[config.mk]
export PLATFORM = sky130hd
export DESIGN_NAME = hazard_ctrl_p
export DESIGN_NICKNAME = d
export VERILOG_FILES = /design/src/rtl/hazard_pkg.sv /design/src/rtl/md_busy_tracker.sv /design/src/rtl/hazard_ctrl_p.sv
export SDC_FILE = /design/constraint.sdc
export NUM_CORES = 1
export LEC_CHECK = 0
export ABC_AREA = 1
export CAP_MARGIN = 30
export CORE_MARGIN = 10
export CORE_UTILIZATION = 25
export CTS_CLUSTER_SIZE = 14
export DETAILED_ROUTE_END_ITERATION = 12
export DONT_BUFFER_PORTS = 1
export SYNTH_ARGS = -nofsm -noshare
export SYNTH_HDL_FRONTEND = slang
export SYNTH_SLANG_ARGS = --single-unit
[constraint.sdc]
create_clock -name clk -period 6.3 [get_ports clk]
set_input_delay 1.26 -clock clk [delete_from_list [all_inputs] [get_ports clk]]
set_output_delay 1.26 -clock clk [all_outputs]
set_load 0.05 [all_outputs]
[src/rtl/hazard_pkg.sv]
// Shared encodings for the hazard/stall controller: next-PC select codes and
// the mult/div tracker state type.
package hazard_pkg;

  localparam logic [1:0] NPC_PLUS4  = 2'b00;
  localparam logic [1:0] NPC_BRANCH = 2'b01;
  localparam logic [1:0] NPC_JUMP   = 2'b10;
  localparam logic [1:0] NPC_JR     = 2'b11;

  typedef enum logic {
    IDLE = 1'b0,
    BUSY = 1'b1
  } md_state_t;

endpackage

[src/rtl/md_busy_tracker.sv]
// Tracks the multi-cycle mult/div unit: busy for exactly MD_LAT cycles after
// the cycle in which a mult/div issues from EX.
module md_busy_tracker
  import hazard_pkg::*;
#(
  parameter int MD_LAT = 32
) (
  input  logic clk,
  input  logic rst,
  input  logic md_start,
  output logic md_busy
);

  localparam int CW = (MD_LAT > 1) ? $clog2(MD_LAT) : 1;

  md_state_t     state, state_nxt;
  logic [CW-1:0] cnt, cnt_nxt;

  // NOTE: sequential state uses non-blocking assignments so every register
  // samples pre-edge values regardless of evaluation order.
  always_ff @(posedge clk or posedge rst) begin
    if (rst) begin
      state <= IDLE;
      cnt   <= '0;
    end else begin
      state <= state_nxt;
      cnt   <= cnt_nxt;
    end
  end

  // NOTE: defaults first in always_comb so no path leaves a signal unassigned
  // (which would infer a latch).
  always_comb begin
    state_nxt = state;
    cnt_nxt   = cnt;
    unique case (state)
      IDLE: begin
        if (md_start) begin
          state_nxt = BUSY;
          cnt_nxt   = CW'(MD_LAT - 1);
        end
      end
      BUSY: begin
        // A start while busy cannot legally occur and is ignored here.
        if (cnt == '0) state_nxt = IDLE;
        else           cnt_nxt   = cnt - 1'b1;
      end
      default: state_nxt = IDLE;
    endcase
  end

  always_comb begin
    md_busy = (state == BUSY);
  end

endmodule

[src/rtl/hazard_ctrl_p.sv]
// Hazard and stall controller for the 5-stage MIPS pipeline: load-use,
// branch/JR operand and HI/LO hazards, ID-stage branch resolution/forwarding.
module hazard_ctrl_p
  import hazard_pkg::*;
#(
  parameter int DW     = 32,
  parameter int RW     = 5,
  parameter int MD_LAT = 32,
  parameter int CNT_W  = 16
) (
  input  logic             clk,
  input  logic             rst,
  input  logic [1:0]       npc_op,
  input  logic             br_ne,
  input  logic [RW-1:0]    id_rs,
  input  logic [RW-1:0]    id_rt,
  input  logic             id_rs_use,
  input  logic             id_rt_use,
  input  logic             id_md_use,
  input  logic [DW-1:0]    rd1,
  input  logic [DW-1:0]    rd2,
  input  logic             idex_mem_r,
  input  logic             idex_rf_wr,
  input  logic [RW-1:0]    idex_rd,
  input  logic             idex_md_start,
  input  logic             exmem_mem_r,
  input  logic             exmem_rf_wr,
  input  logic [RW-1:0]    exmem_rd,
  input  logic [DW-1:0]    exmem_alu,
  input  logic             memwb_rf_wr,
  input  logic [RW-1:0]    memwb_rd,
  input  logic [DW-1:0]    wb_data,
  input  logic             cnt_clr,
  output logic             pc_wr,
  output logic             ifid_wr,
  output logic             ifid_flush,
  output logic             idex_flush,
  output logic             br_taken,
  output logic [DW-1:0]    fwd_rd1,
  output logic [DW-1:0]    fwd_rd2,
  output logic             md_busy,
  output logic [CNT_W-1:0] stall_cnt
);

  // $zero never carries a real dependency, and unread sources never match.
  function automatic logic src_match(input logic use_f, input logic [RW-1:0] src,
                                     input logic [RW-1:0] dst);
    return use_f && (src != '0) && (src == dst);
  endfunction

  logic is_br, is_jr;
  logic rs_ex, rt_ex, rs_mem, rt_mem, rs_wb, rt_wb;
  logic load_use, ctl_haz, md_haz, stall;

  md_busy_tracker #(.MD_LAT(MD_LAT)) u_md (
    .clk     (clk),
    .rst     (rst),
    .md_start(idex_md_start),
    .md_busy (md_busy)
  );

  always_comb begin
    is_br  = (npc_op == NPC_BRANCH);
    is_jr  = (npc_op == NPC_JR);
    rs_ex  = src_match(id_rs_use, id_rs, idex_rd);
    rt_ex  = src_match(id_rt_use, id_rt, idex_rd);
    rs_mem = src_match(id_rs_use, id_rs, exmem_rd);
    rt_mem = src_match(id_rt_use, id_rt, exmem_rd);
    rs_wb  = src_match(id_rs_use, id_rs, memwb_rd);
    rt_wb  = src_match(id_rt_use, id_rt, memwb_rd);

    load_use = idex_mem_r && (rs_ex || rt_ex);
    // Branches need both operands in ID; JR only reads rs.
    ctl_haz  = (is_br && ((idex_rf_wr && (rs_ex || rt_ex)) ||
                          (exmem_mem_r && (rs_mem || rt_mem)))) ||
               (is_jr && ((idex_rf_wr && rs_ex) || (exmem_mem_r && rs_mem)));
    md_haz   = id_md_use && (md_busy || idex_md_start);
    stall    = load_use || ctl_haz || md_haz;
  end

  // Operand forwarding into ID: a MEM ALU result is newer than WB data.
  always_comb begin
    fwd_rd1 = rd1;
    fwd_rd2 = rd2;
    if (exmem_rf_wr && !exmem_mem_r && rs_mem) fwd_rd1 = exmem_alu;
    else if (memwb_rf_wr && rs_wb)             fwd_rd1 = wb_data;
    if (exmem_rf_wr && !exmem_mem_r && rt_mem) fwd_rd2 = exmem_alu;
    else if (memwb_rf_wr && rt_wb)             fwd_rd2 = wb_data;
  end

  // A stall holds the ID instruction, so it must never also flush IF/ID.
  always_comb begin
    pc_wr      = !stall;
    ifid_wr    = !stall;
    idex_flush = stall;
    br_taken   = !stall && is_br && ((fwd_rd1 == fwd_rd2) ^ br_ne);
    ifid_flush = !stall && ((npc_op == NPC_JUMP) || is_jr || br_taken);
  end

  always_ff @(posedge clk or posedge rst) begin
    if (rst)                           stall_cnt <= '0;
    else if (cnt_clr)                  stall_cnt <= '0;
    else if (stall && (stall_cnt != '1)) stall_cnt <= stall_cnt + CNT_W'(1);
  end

endmodule

==> metrics.txt <==
Yosys cell types=42; Max Clk Rate=roughly 0.19 GHz; Worst Path Required=approximately 5 ns; cell leakage power=around 3.8 nW; routed len/inst=approximately 18 µm; crit end category=output port; worst setup slack after layout=0.953 ns; worst endpoint data arrival time=a little over 4 ns; Final Skew=0.00408 ns; Overall Global Routing Usage=0.169; Worst-Margin Slew=0.872 ns; most frequent cells in the layout=nand2_1, inv_1, nand4_1, nand3_1, buf_4; Mapped Cells=roughly 1200; CTS tree=built; Skew-Pair Late Insertion Delay=0.25 ns; cts bufs inserted=3; Max VDD drop=between 0.0001 and 0.00015 V; num ports=~250; buffers plus inverters on the worst setup path=4; initial drt markers=884; commonest non-fill, non-tap cell in the layout=nand2_1; setup TNS=0 ns; clk slew on worst S/H paths=0.06 ns; count of endpoints failing setup in the final report=0; largest net degree at the start of global routing=63; synthesized area=~6000 µm²; Hold Crit Class=flip-flop to flip-flop; Post-Route WL=around 27000 µm; number of instances in the placed design=1490; Max stage delay on crit path=~0.50 ns; Final Util=0.286; Max-slew headroom=0.418; Non-Filler Instances=1494; layout cells sized above 1=0.108; clock sink total=22; sequential fraction of the synthesis area=0.0926; most repeated library cell on the critical path=nand2_1; Die Y=174 µm; first-pass GRT wire length=approximately 42000 µm; status=finished, final reports clean; Core ar.=~23000 µm²; pwr dens=around 130 nW/µm²; # port buffers=0; synthesized area per cell=5.10 µm²; RSZ-0062 raised after global routing=false; Yosys warning total=0; initial antenna violation count=0; total grt overflow=0; Setup Buffers After CTS=0; vias=roughly 8000; row cnt=56; crit start category=primary input; period utilisation layout=0.849; CTS root buf=clkbuf_16; Die X-Extent=approximately 170 µm; WHS=roughly 0.53 ns; GPL Wtd Cong=between 0.8 and 0.9; max_cap viols=0; Slowest cell on crit path=nand3_4; Layout area overhead=12.9%; initial core utilization=0.253; DRT antenna net count=0; family with the most delay on the worst path=simple AND/OR/NAND/NOR gates; worst setup path class=primary input to output port; Tmin final=roughly 5.3 ns; # resized after CTS=0; maximum fanout along the worst path=42; hpwl dp=between 20000 and 25000 µm; count of flip-flops with a built-in enable after synthesis=0; clock buffer depth=2; Synth Net Count=~1300; final hold vios=0; first-pass iteration count of the detailed router=6; Die ar.=30400 µm²; CTS Hold Bufs=0; top_reg_cell synth=dfrtp_1; htree depth=1; detailed-route DRC error count=0; vias in the first global route=7274; Pins Over Slew Limit=0; FFs w/ async S/R, synth=1.00; final net count=about 1300; CP cell instances=inv_1 -> nor2_4 -> nand3_4 -> buf_12 -> nor2_1 -> inv_1 -> nand2_1 -> nand2_1 -> nand2_1 -> nand2_1 -> nor2_1 -> nand2_1 -> nor2_1 -> nand2_1 -> nand2_1 -> nand3_2 -> a21oi_2 -> buf_12; #FFs+latches synth=22; pre-CTS WS=just over 0.9 ns; Antenna Diode Count=0; vias per cell=~5.2
## worst paths after layout
| kind | from | to | slack (ns) | cells after the start |
|---|---|---|---|---|
| max in group asynchronous | rst | stall_cnt[12] | 4.69 | 1 |
| min in group asynchronous | rst | stall_cnt[1] | 1.07 | 1 |
| max reg2reg | stall_cnt[0] | stall_cnt[15] | 3.49 | 11 |
| min | u_md.cnt[4] | u_md.cnt[4] | 0.53 | 2 |
| max | exmem_rf_wr | ifid_flush | 0.95 | 18 |
| min reg2reg | u_md.cnt[4] | u_md.cnt[4] | 0.53 | 2 |
## synthesized netlist by cell type, types with 9 or more instances
library cell    n  area [µm²]
nand2_1       445        1670
inv_1         174         653
nand4_1       160        1000
nand3_1        84         420
nor2_1         65         244
buf_2          37         185
o21ai_0        30         150
dfrtp_1        22         551
clkbuf_1       18        67.6
a21oi_2        14         123
buf_4          11        82.6
xnor2_1        11        96.3
o21ai_1        10        50.1
xor2_1         10        87.6
nor3_1          9        45.0
## worst reg2reg max path, cell delays in order, from the launching register on
cell	delay [ns]
dfrtp_1	0.70
ha_1	0.26
nand2_1	0.08
nor3_1	0.38
nand3_1	0.15
or4_1	0.50
nand2_4	0.22
nand2_1	0.12
nand3_1	0.12
nand2_1	0.07
nand2_1	0.05
nor2_1	0.05
## per-layer routing
metal | track usage | routed length, µm | part of all wire
met5 | 0 | 0 | 0
met4 | 0.0673 | 1010 | 0.037
met3 | 0.0390 | 2620 | 0.095
met2 | 0.274 | 12400 | 0.45
met1 | 0.211 | 11400 | 0.42
## where the power goes
group	switching, mW	total, mW	internal [mW]
Clock	0.0528	0.150	0.0970
Sequential	0.0326	0.195	0.163
Combinational	0.365	0.504	0.139
## cell type report
type,instances,area (µm²)
flip-flops and latches,22,551
multi-input cells,885,4330
clock buffers,4,88.8
repair buffers,81,658
inverters,183,687
fillers,2678,16800
well taps,319,399
## through the flow
stage          total power [mW]  cell area [µm²]
4_1_cts                   0.850             6710
3_5_place_dp              0.699             6620
3_3_place_gp              0.690             6620
2_1_floorplan             0.564             5950
6_report                  0.849             6710
5_1_grt                   0.909             6710
## registers in the layout, summed over array words and instances (netlist names)
signal        count
stall_cnt        16
u_md.cnt          5
u_md.md_busy      1
## kinds of logic (layout without fill, tap and decap cells)
group	Yosys count	after routing	synth area share
flip-flops	22	22	0.0926
adder cells (fa/ha/maj)	3	3	0.00631
buffers and inverters	260	268	0.188
XOR/XNOR	21	21	0.0309
AO/OA/AOI/OAI	67	67	0.0677
AND/OR/NAND/NOR	794	794	0.615
No activity file was read; power rests on OpenSTA's default activity.
